`config.mk`:
```
export PLATFORM = sky130hd
export DESIGN_NAME = jt12_slot_ring_wr
export DESIGN_NICKNAME = d
export VERILOG_FILES = /design/src/rtl/jt12_slot_ring_wr.sv
export SDC_FILE = /design/constraint.sdc
export NUM_CORES = 1
export LEC_CHECK = 0
export BUFFER_PORTS_ARGS = -buffer_cell sky130_fd_sc_hd__buf_2
export CAP_MARGIN = 20
export CORE_ASPECT_RATIO = 1.5
export CORE_UTILIZATION = 40
export CTS_BUF_LIST = sky130_fd_sc_hd__clkbuf_8 sky130_fd_sc_hd__clkbuf_16
export CTS_CLUSTER_SIZE = 10
export DETAILED_ROUTE_END_ITERATION = 10
export PLACE_DENSITY = 0.61
export SYNTH_ARGS = -nofsm -noshare
export SYNTH_HDL_FRONTEND = slang
export SYNTH_SLANG_ARGS = --single-unit
```
`constraint.sdc`:
```
create_clock -name clk -period 8.8 [get_ports clk]
set_input_delay 1.76 -clock clk [delete_from_list [all_inputs] [get_ports clk]]
set_output_delay 1.76 -clock clk [all_outputs]
set_load 0.05 [all_outputs]
```
`src/rtl/jt12_slot_ring_wr.sv`:
```
// jt12_slot_ring_wr: recirculating per-slot value ring with a deferred write.
// In: clk, rst, clk_en, wr_req/wr_slot/wr_data. Out: wr_busy/done/err, slot, sync, dout.
module jt12_slot_ring_wr #(
  parameter int   width  = 8,
  parameter int   slots  = 24,
  parameter logic rstval = 1'b0,
  localparam int  SW     = $clog2(slots)
) (
  input  logic             clk,
  input  logic             rst,
  input  logic             clk_en,
  input  logic             wr_req,
  input  logic [SW-1:0]    wr_slot,
  input  logic [width-1:0] wr_data,
  output logic             wr_busy,
  output logic             wr_done,
  output logic             wr_err,
  output logic [SW-1:0]    slot,
  output logic             sync,
  output logic [width-1:0] dout
);

  typedef enum logic {
    IDLE = 1'b0,
    PEND = 1'b1
  } state_t;

  localparam logic [SW:0]      SLOTS_W = (SW+1)'(slots);
  localparam logic [SW-1:0]    LAST    = SW'(slots - 1);
  localparam logic [width-1:0] RST_W   = {width{rstval}};

  state_t state, state_nx;

  logic [width-1:0] ring [slots];
  logic [SW-1:0]    tgt;
  logic [width-1:0] wdat;
  logic             slot_ok;
  logic             accept;
  logic             reject;
  logic             commit;

  // Extra top bit keeps the bound check valid when slots is a power of two.
  assign slot_ok = {1'b0, wr_slot} < SLOTS_W;
  assign dout    = ring[slots-1];
  assign sync    = slot == '0;

  always_ff @(posedge clk) begin
    if (rst) state <= IDLE;
    else     state <= state_nx;
  end

  // accept needs IDLE and commit needs PEND, so they never coincide.
  always_comb begin
    state_nx = state;
    unique case (1'b1)
      accept:  state_nx = PEND;
      commit:  state_nx = IDLE;
      default: state_nx = state;
    endcase
  end

  always_comb begin
    wr_busy = state == PEND;
    accept  = wr_req && !wr_busy && slot_ok;
    reject  = wr_req && !wr_busy && !slot_ok;
    commit  = wr_busy && clk_en && (slot == tgt);
  end

  always_ff @(posedge clk) begin
    if (rst) begin
      tgt     <= '0;
      wdat    <= '0;
      wr_done <= 1'b0;
      wr_err  <= 1'b0;
    end else begin
      wr_done <= commit;
      wr_err  <= reject;
      if (accept) begin
        tgt  <= wr_slot;
        wdat <= wr_data;
      end
    end
  end

  always_ff @(posedge clk) begin
    if (rst)         slot <= '0;
    else if (clk_en) slot <= (slot == LAST) ? '0 : slot + 1'b1;
  end

  // The head value re-enters at stage 0, so a commit replaces it there.
  always_ff @(posedge clk) begin
    if (rst) begin
      for (int i = 0; i < slots; i++) ring[i] <= RST_W;
    end else if (clk_en) begin
      ring[0] <= commit ? wdat : dout;
      for (int i = 1; i < slots; i++) ring[i] <= ring[i-1];
    end
  end

endmodule

```
---- After elaboration in Yosys (flattened, before gate mapping) ----
Memories as Yosys holds them, arrays and structs flattened.
Index checks and enable logic that the tools add are counted.
word-level totals
  register bits ........................... 21
  memory bits (writable) .................. 192
  output and inout port bits .............. 17
  memories kept ........................... 1
cells by class
  add/subtract/negate cells ............... 1
  magnitude comparators ................... 1
  eq/ne operators ......................... 2
  muxes and demuxes ....................... 32
  bitwise operators ....................... 24
  reductions and logical operators ........ 9
memory list
  name  words  width  rd ports  clocked after memory_dff  write ports  RTL line  source
  ring  24     8      24        0                         24           34        logic [width-1:0] ring [slots];
operator list
  cell                                         count
  two-way mux 8 bit                            25
  bitwise OR 1 bit                             24
  adder 5 x 1 -> 5 bit, second input constant  1
  == test 5 bit                                1
  == test 5 bit, second input constant         1
  logical AND 1 bit                            5
  zero test 5 bit                              1
  < comparator 5 bit, second input constant    1
  two-way mux 1 bit                            5
  two-way mux 5 bit                            1
  zero test 1 bit                              2
  case mux 1 bit (2 select lines)              1
  nonzero test 2 bit                           1

---- Longest topological paths before layout ----
Gate-level depths: netlist (run 1).
  depth in word-level cells ............... 4
  gate-level depth with buffers ........... 6
  mapped depth without buffers ............ 5

---- Worst setup path after synthesis (run 1) ----
Ideal clock, no wire load.
  path kind ............................... input port to flip-flop
  start ................................... input rst
  end ..................................... memory ring[0][0], enable pin
  setup time .............................. 567 ps
  data arrival time ....................... 6501 ps
  setup slack ............................. 1732 ps
  stages .................................. 3
  path buffers ............................ 2
  path through ............................ clkbuf_1 > clkbuf_1 > or2_1
RTL lines
  element      RTL line  source
  from (decl)  10        input logic rst,
  to (decl)    34

==> metrics.log, run 1 <==
INFO  metric outcome = completed
INFO  metric numClockSinks = approximately 210
INFO  metric post-route-min-period = 4.12 ns
INFO  metric fp.dieArea = roughly 0.021 mm²
INFO  metric cp_slowest_cell = sky130_fd_sc_hd__buf_4
INFO  metric cts.reportedPaths.clkPinSlew = approximately 0.06 ns
INFO  metric cts-resized-gates = 0
INFO  metric finalMaxSlewViolations = 0
INFO  metric detail_route.iter0.violations = roughly 380
INFO  metric ys_warn_count = 0
INFO  metric synthCells = ~530
INFO  metric timing.critical_path.required = around 8.9 ns
INFO  metric grt_pass1_wl = between 20 and 25 mm
INFO  metric hold_violations = 0
INFO  metric aggregate_global_routing_overflow = 0
INFO  metric pin_count = 34
INFO  metric grt_max_degree = 137
INFO  metric yosys_most_used_dff = sky130_fd_sc_hd__edfxtp_1
INFO  metric cts_inserted_buffers = 25
INFO  metric port_buffers = 33
INFO  metric worst_ep_arrival_time = approximately 4.2 ns
INFO  metric synthesis.area_per_instance = ~15 µm²
INFO  metric timing.critical_path.slowest_cell_delay = just over 0.9 ns
INFO  metric hpwlAfterDp = about 6.4 mm
INFO  metric cell_internal_power = roughly 1.7 mW
INFO  metric cts_buffer_depth = 3
INFO  metric tritoncts = yes
INFO  metric switching_share = 0.211
INFO  metric gp_routability_congestion = ~0.73
INFO  metric yosysSeqAreaShare = 0.770
INFO  metric timing.fmax = ~240 MHz
INFO  metric routedWlPerCell = between 10 and 15 µm
INFO  metric viasPerCell = 4.69
INFO  metric finalClockSkew = roughly 0.0083 ns
INFO  metric ys_seq_elements = 213
INFO  metric detail_route.drc_violations = 0
INFO  metric synth_fp_nets = 550
INFO  metric firstDrtPassIters = 5
INFO  metric share_comb_of_total_power = 0.049
INFO  metric crit_top_cell = sky130_fd_sc_hd__buf_4
INFO  metric antenna_found_initial = 0
INFO  metric post-cts-setup-buffers = 0
INFO  metric n_antenna_cell = 0
INFO  metric cp_max_fo = between 80 and 90
INFO  metric synthDominantAreaCellType = sky130_fd_sc_hd__edfxtp_1
INFO  metric crit_path_cell_trace = buf_2 -> buf_4 -> or2_4 -> buf_4
INFO  metric cts.hold.buffers_added = 0
INFO  metric fp-row-count = 63
INFO  metric power_density = about 240 mW/mm²
INFO  metric critical_path.endpoint_type = register
INFO  metric fraction_of_registers_with_async_set_reset = 0
INFO  metric critPathKind = in -> reg
INFO  metric syn_area = 0.00803 mm²
INFO  metric p_leak = around 3.5 nW
INFO  metric synth_enable_flop_cells = between 150 and 200
INFO  metric synth.top_cell.area_share = 0.718
INFO  metric post-route-period-util = 0.468
INFO  metric vertical_die_dimension = 176 µm
INFO  metric tns = 0 ns
INFO  metric design.core.area = 0.0197 mm²
INFO  metric insertion_delay = 0.50 ns
INFO  metric startpoint_type = input pin
INFO  metric power.share.clock = 0.401
INFO  metric first_global_vias = a little over 4k
INFO  metric area_growth_syn_to_layout = 13.4%
INFO  metric rsz0062_at_grt = no
INFO  metric fp.dieW = approximately 120 µm
INFO  metric irDropWorstVdd = about 0.13 mV
INFO  metric detail_route.wirelength = 12.2 mm
INFO  metric drv_cap = 0
INFO  metric timing.hold.worst.class = reg -> reg
INFO  metric max_slew.worst_pin.slew = 1.01 ns
INFO  metric switching_power = between 0.4 and 0.5 mW
INFO  metric globalRouteTotalUtil = 0.124
INFO  metric final_net_count = between 500 and 600
INFO  metric drive_above_1_share = 0.117
INFO  metric ant_nets = 0
INFO  metric fill_cells = roughly 1.7k
INFO  metric floorplan.initialDensity = 0.408
INFO  metric unique_cell_type_count_in_the_yosys_netlist = 29
INFO  metric final_core_util = 0.462
INFO  metric cts.root.buffer_cell = sky130_fd_sc_hd__clkbuf_16
INFO  metric netlist_top_cells_area = sky130_fd_sc_hd__edfxtp_1, sky130_fd_sc_hd__and2_1, sky130_fd_sc_hd__dfxtp_1, sky130_fd_sc_hd__nor2b_1, sky130_fd_sc_hd__a21oi_1
INFO  metric setup_viol = 0
INFO  metric relative_slew_margins = 0.326
INFO  metric num_vias = roughly 3.9k
INFO  metric cts-htree-levels = 1
INFO  metric seqPwrFrac = 0.551
## per-stage QoR
step                      power [mW]  hold WS [ns]  instance area (µm²)  std cells  setup WS, ns
final                           2.16         0.472                 9110        834          4.68
after global routing            2.24         0.485                 9110        834          4.48
after global placement          1.31         0.445                 8440        799          4.23
after CTS                       2.19         0.465                 9110        834          4.67
after floorplan                 1.29         0.437                 8030        531          1.73
after detailed placement        1.32         0.457                 8440        799          4.12
## cell type report
cell class / instances / area, µm² / share of cell area
Tap cell: 260 / 325 / 0.0357
Clock buffer: 25 / 626 / 0.0687
Multi-Input combinational cell: 287 / 1730 / 0.190
Timing Repair Buffer: 37 / 195 / 0.0214
Inverter: 2 / 7.51 / 0.000824
Sequential cell: 213 / 6190 / 0.679
Clock inverter: 10 / 42.5 / 0.00467
## state kept, by name, summed over array words and instances, names as in the netlist
name     cells
ring       192
slot         5
tgt          5
wdat         8
wr_busy      1
wr_done      1
wr_err       1
## metal layers
layer,track usage,routed length (µm)
met3,0.0201,384
met1,0.171,5790
met2,0.195,5700
met5,0,0
met4,0.0529,335
## power groups by stage
stage	Sequential, mW	Clock, mW	Combinational, mW
after floorplan	1.22	0	0.0663
after global placement	1.21	0	0.103
after detailed placement	1.21	0	0.107
final	1.19	0.866	0.105
after CTS	1.19	0.892	0.107
after global routing	1.20	0.927	0.117
## cell usage in the layout (no fill, tap or decap), types with 2 or more instances in the layout
cell type and count:
sky130_fd_sc_hd__edfxtp_1 192, sky130_fd_sc_hd__and2_1 137, sky130_fd_sc_hd__nor2b_1 48, sky130_fd_sc_hd__buf_2 33, sky130_fd_sc_hd__nand2_1 26, sky130_fd_sc_hd__clkbuf_16 25, sky130_fd_sc_hd__a21oi_1 21, sky130_fd_sc_hd__dfxtp_1 21
sky130_fd_sc_hd__inv_1 11, sky130_fd_sc_hd__nor2_1 10, sky130_fd_sc_hd__nand3_1 9, sky130_fd_sc_hd__o21ai_1 8, sky130_fd_sc_hd__xor2_1 5, sky130_fd_sc_hd__nor3_1 4, sky130_fd_sc_hd__buf_4 4, sky130_fd_sc_hd__nand2b_1 3
sky130_fd_sc_hd__xnor2_1 2, sky130_fd_sc_hd__mux2i_1 2, sky130_fd_sc_hd__ha_1 2
## cells by family after synthesis
| kind of cell | after synthesis | share of synthesized area |
|---|---|---|
| AND/OR/NAND/NOR | 246 | 0.182 |
| flip-flops | 213 | 0.770 |
| buffers and inverters | 31 | 0.0159 |
| AO/OA/AOI/OAI | 30 | 0.0190 |
| XOR/XNOR | 7 | 0.00763 |
| multiplexers | 2 | 0.00249 |
| adder cells (fa/ha/maj) | 2 | 0.00311 |
## final timing paths
path / from / to / slack [ns] / cells past startpoint
setup / recovery: rst / ring[5][7] / 4.68 / 4
hold reg to reg: wdat[6] / wdat[6] / 0.47 / 2
hold / removal: wdat[6] / wdat[6] / 0.47 / 2
setup reg to reg: slot[2] / ring[0][2] / 6.78 / 4
## synth_stat cells (2+ instances only)
master / n
sky130_fd_sc_hd__nor2_1: 10
sky130_fd_sc_hd__xnor2_1: 2
sky130_fd_sc_hd__inv_1: 2
sky130_fd_sc_hd__a21oi_1: 21
sky130_fd_sc_hd__edfxtp_1: 192
sky130_fd_sc_hd__nor3_1: 4
sky130_fd_sc_hd__xor2_1: 5
sky130_fd_sc_hd__buf_2: 3
sky130_fd_sc_hd__clkbuf_1: 24
sky130_fd_sc_hd__and2_1: 137
sky130_fd_sc_hd__nand2b_1: 3
sky130_fd_sc_hd__o21ai_1: 8
sky130_fd_sc_hd__nand2_1: 26
sky130_fd_sc_hd__nand3_1: 9
sky130_fd_sc_hd__nor2b_1: 49
sky130_fd_sc_hd__mux2i_1: 2
sky130_fd_sc_hd__ha_1: 2
sky130_fd_sc_hd__dfxtp_1: 21
## worst max-delay path, delay by kind of cell
| family | cells | cell delay (ns) |
|---|---|---|
| and+or+nand+nor | 1 | 0.83 |
| buffers and inverters | 3 | 1.55 |
Note: power is estimated with default switching activity, not from simulation.
==> inputs of run 2 (changes only) <==
--- a/config.mk
+++ b/config.mk
@@ -12,7 +12,7 @@
 export CTS_BUF_LIST = sky130_fd_sc_hd__clkbuf_8 sky130_fd_sc_hd__clkbuf_16
 export CTS_CLUSTER_SIZE = 10
 export DETAILED_ROUTE_END_ITERATION = 10
-export PLACE_DENSITY = 0.61
+export PLACE_DENSITY = 0.63
 export SYNTH_ARGS = -nofsm -noshare
 export SYNTH_HDL_FRONTEND = slang
 export SYNTH_SLANG_ARGS = --single-unit
==> constraint.sdc (replaced) <==
create_clock -name clk -period 3.4 [get_ports clk]
set_input_delay 0.68 -clock clk [delete_from_list [all_inputs] [get_ports clk]]
set_output_delay 0.68 -clock clk [all_outputs]
set_load 0.05 [all_outputs]
==> metrics.log, run 2 (same netlist as run 1, synthesis figures left out) <==
INFO  metric post-route-min-period = between 2 and 2.5 ns
INFO  metric hold_violations = 0 (unchanged)
INFO  metric first_global_vias = 3,977 (was 4,068)
INFO  metric irDropWorstVdd = 0.357 mV (was 0.127 mV)
INFO  metric power_density = 609 mW/mm² (was 237 mW/mm²)
INFO  metric cts.reportedPaths.clkPinSlew = 0.06 ns (about the same)
INFO  metric critPathKind = reg -> out (was in -> reg)
INFO  metric rsz0062_at_grt = no (unchanged)
INFO  metric fp.dieW = 118 µm (unchanged)
INFO  metric crit-reg2reg-capture = ring[0][5] (was ring[0][2])
INFO  metric timing.fmax = between 400 and 500 MHz
INFO  metric cts-htree-levels = 1 (unchanged)
INFO  metric p_leak = 3.54 nW (was 3.52 nW)
INFO  metric max_slew.worst_pin.slew = 0.884 ns (was 1.01 ns)
INFO  metric post-layout-total-power = 5.59 mW (was 2.16 mW)
INFO  metric cts.root.buffer_cell = sky130_fd_sc_hd__clkbuf_16 (unchanged)
INFO  metric design.core.area = 0.0197 mm² (unchanged)
INFO  metric max_ffs_per_register = 192 (unchanged)
INFO  metric tritoncts = yes (unchanged)
INFO  metric cts_inserted_buffers = 25 (unchanged)
INFO  metric post-route-period-util = 0.675
INFO  metric globalRouteTotalUtil = 0.121 (was 0.124)
INFO  metric drive_above_1_share = 0.118 (was 0.117)
INFO  metric outcome = completed (unchanged)
INFO  metric timing.hold.worst.class = in -> reg (was reg -> reg)
INFO  metric tns = 0 ns (unchanged)
INFO  metric antenna_found_initial = 0 (unchanged)
INFO  metric fp-row-count = 63 (unchanged)
INFO  metric cts_buffer_depth = 3 (unchanged)
INFO  metric startpoint_type = register (was input pin)
INFO  metric finalMaxSlewViolations = 0 (unchanged)
INFO  metric timing.critical_path.from = slot[0] (was rst)
INFO  metric detail_route.drc_violations = 0 (unchanged)
INFO  metric top_usage_layer = met2 (unchanged)
INFO  metric globalRouteMet1Util = 0.171 (about the same)
INFO  metric aggregate_global_routing_overflow = 0 (unchanged)
INFO  metric vertical_die_dimension = 176 µm (unchanged)
INFO  metric hpwlAfterDp = 6.41 mm (was 6.43 mm)
INFO  metric worst_ep_arrival_time = 1.61 ns (was 4.23 ns)
INFO  metric gp_routability_congestion = 0.791 (was 0.728)
INFO  metric relative_slew_margins = 0.411 (was 0.326)
INFO  metric cp_max_fo = 7 (was 81)
INFO  metric final_cell_mix = sky130_fd_sc_hd__edfxtp_1, sky130_fd_sc_hd__and2_1, sky130_fd_sc_hd__nor2b_1 (unchanged)
INFO  metric detail_route.iter0.violations = 349 (was 382)
INFO  metric firstDrtPassIters = 4 (was 5)
INFO  metric detailedPlace.worstSlack = 1.17 ns (was 4.12 ns)
INFO  metric setup.worst_path.end = sync (was ring[5][7])
INFO  metric largestRegisters = ring: 192 flops, wdat: 8 flops (unchanged)
INFO  metric pin_count = 34 (unchanged)
INFO  metric setup_slack = 1.11 ns (was 4.68 ns)
INFO  metric global_route.usage.met2 = 0.186 (was 0.195)
INFO  metric port_buffers = 33 (unchanged)
INFO  metric detail_route.wirelength = 12.1 mm (was 12.2 mm)
INFO  metric fp.dieArea = 0.0207 mm² (unchanged)
INFO  metric area_growth_syn_to_layout = 14.1% (was 13.4%)
INFO  metric cts.hold.buffers_added = 0 (unchanged)
INFO  metric ff2ff_path_depth = 4 (unchanged)
INFO  metric finalClockSkew = 0.0102 ns (was 0.00834 ns)
INFO  metric reg2reg_setup_slack = 1.43 ns (was 6.78 ns)
INFO  metric numClockSinks = 213 (unchanged)
INFO  metric final_net_count = 586 (was 585)
INFO  metric setup_viol = 0 (unchanged)
INFO  metric n_antenna_cell = 0 (unchanged)
INFO  metric critical_path.reg2reg.startpoint = slot[2] (unchanged)
INFO  metric register_ranked_first_by_flip_flop_count = ring (unchanged)
INFO  metric routedWlPerCell = 14.5 µm (was 14.6 µm)
INFO  metric post-cts-setup-buffers = 0 (unchanged)
INFO  metric insertion_delay = 0.50 ns (about the same)
INFO  metric floorplan.initialDensity = 0.408 (unchanged)
INFO  metric ant_nets = 0 (unchanged)
INFO  metric final_common_cell = sky130_fd_sc_hd__edfxtp_1 (unchanged)
INFO  metric grt_max_degree = 137 (unchanged)
INFO  metric num_vias = 3,880 (was 3,913)
INFO  metric viasPerCell = 4.65 (was 4.69)
INFO  metric drv_cap = 0 (unchanged)
INFO  metric globalRouteMet3Util = 0.0234 (was 0.0201)
INFO  metric grt_pass1_wl = 20.4 mm (was 21.0 mm)
INFO  metric cts-resized-gates = 0 (unchanged)
INFO  metric critical_path.endpoint_type = primary output (was register)
INFO  metric timing.critical_path.required = 2.72 ns (was 8.91 ns)
## run 2: report_power, final
group          internal, mW  total, mW  switching [mW]
sequential             3.03       3.08          0.0523
combinational        0.0877      0.279           0.192
clock                  1.30       2.23           0.923
total                  4.42       5.59            1.17
## run 2: worst min path at each step
stage | startpoint | endpoint | slack [ns] | cells after the start
final | wr_slot[0] | tgt[0] | 0.43 | 3
after global routing | wr_slot[0] | tgt[0] | 0.43 | 3
after CTS | wr_data[1] | wdat[1] | 0.41 | 3
after detailed placement | wdat[5] | wdat[5] | 0.45 | 2
after global placement | wdat[6] | wdat[6] | 0.45 | 2
after floorplan | wdat[0] | wdat[0] | 0.44 | 2
## run 2: final cells by class
| class | instances | area [µm²] |
|---|---|---|
| fill | 1666 | 10500 |
| multi-input combinational | 287 | 1730 |
| tap | 260 | 325 |
| timing repair buffer | 38 | 253 |
| clock inverter | 10 | 42.5 |
| sequential | 213 | 6190 |
| inverter | 2 | 7.51 |
| clock buffer | 25 | 626 |
## run 2: layer usage
metal	vias up	share of wire
li1	1899	-
met1	1890	0.48
met2	68	0.46
met3	23	0.043
met4	0	0.024
met5	-	0
## run 2: metrics by stage
stage | utilization | hold WS [ns] | instance area, µm² | cells
floorplan | - | 0.437 | 8040 | 531
global placement | 0.431 | 0.450 | 8500 | 800
detailed placement | 0.431 | 0.451 | 8500 | 800
CTS | 0.465 | 0.409 | 9170 | 835
global route | 0.465 | 0.434 | 9170 | 835
finish | 0.465 | 0.425 | 9170 | 835
## run 2: critical path, stage by stage (launching register included)
cell and delay [ns]:
sky130_fd_sc_hd__dfxtp_1 0.38, sky130_fd_sc_hd__inv_1 0.09, sky130_fd_sc_hd__ha_1 0.14, sky130_fd_sc_hd__nor4b_1 0.20
sky130_fd_sc_hd__buf_2 0.31
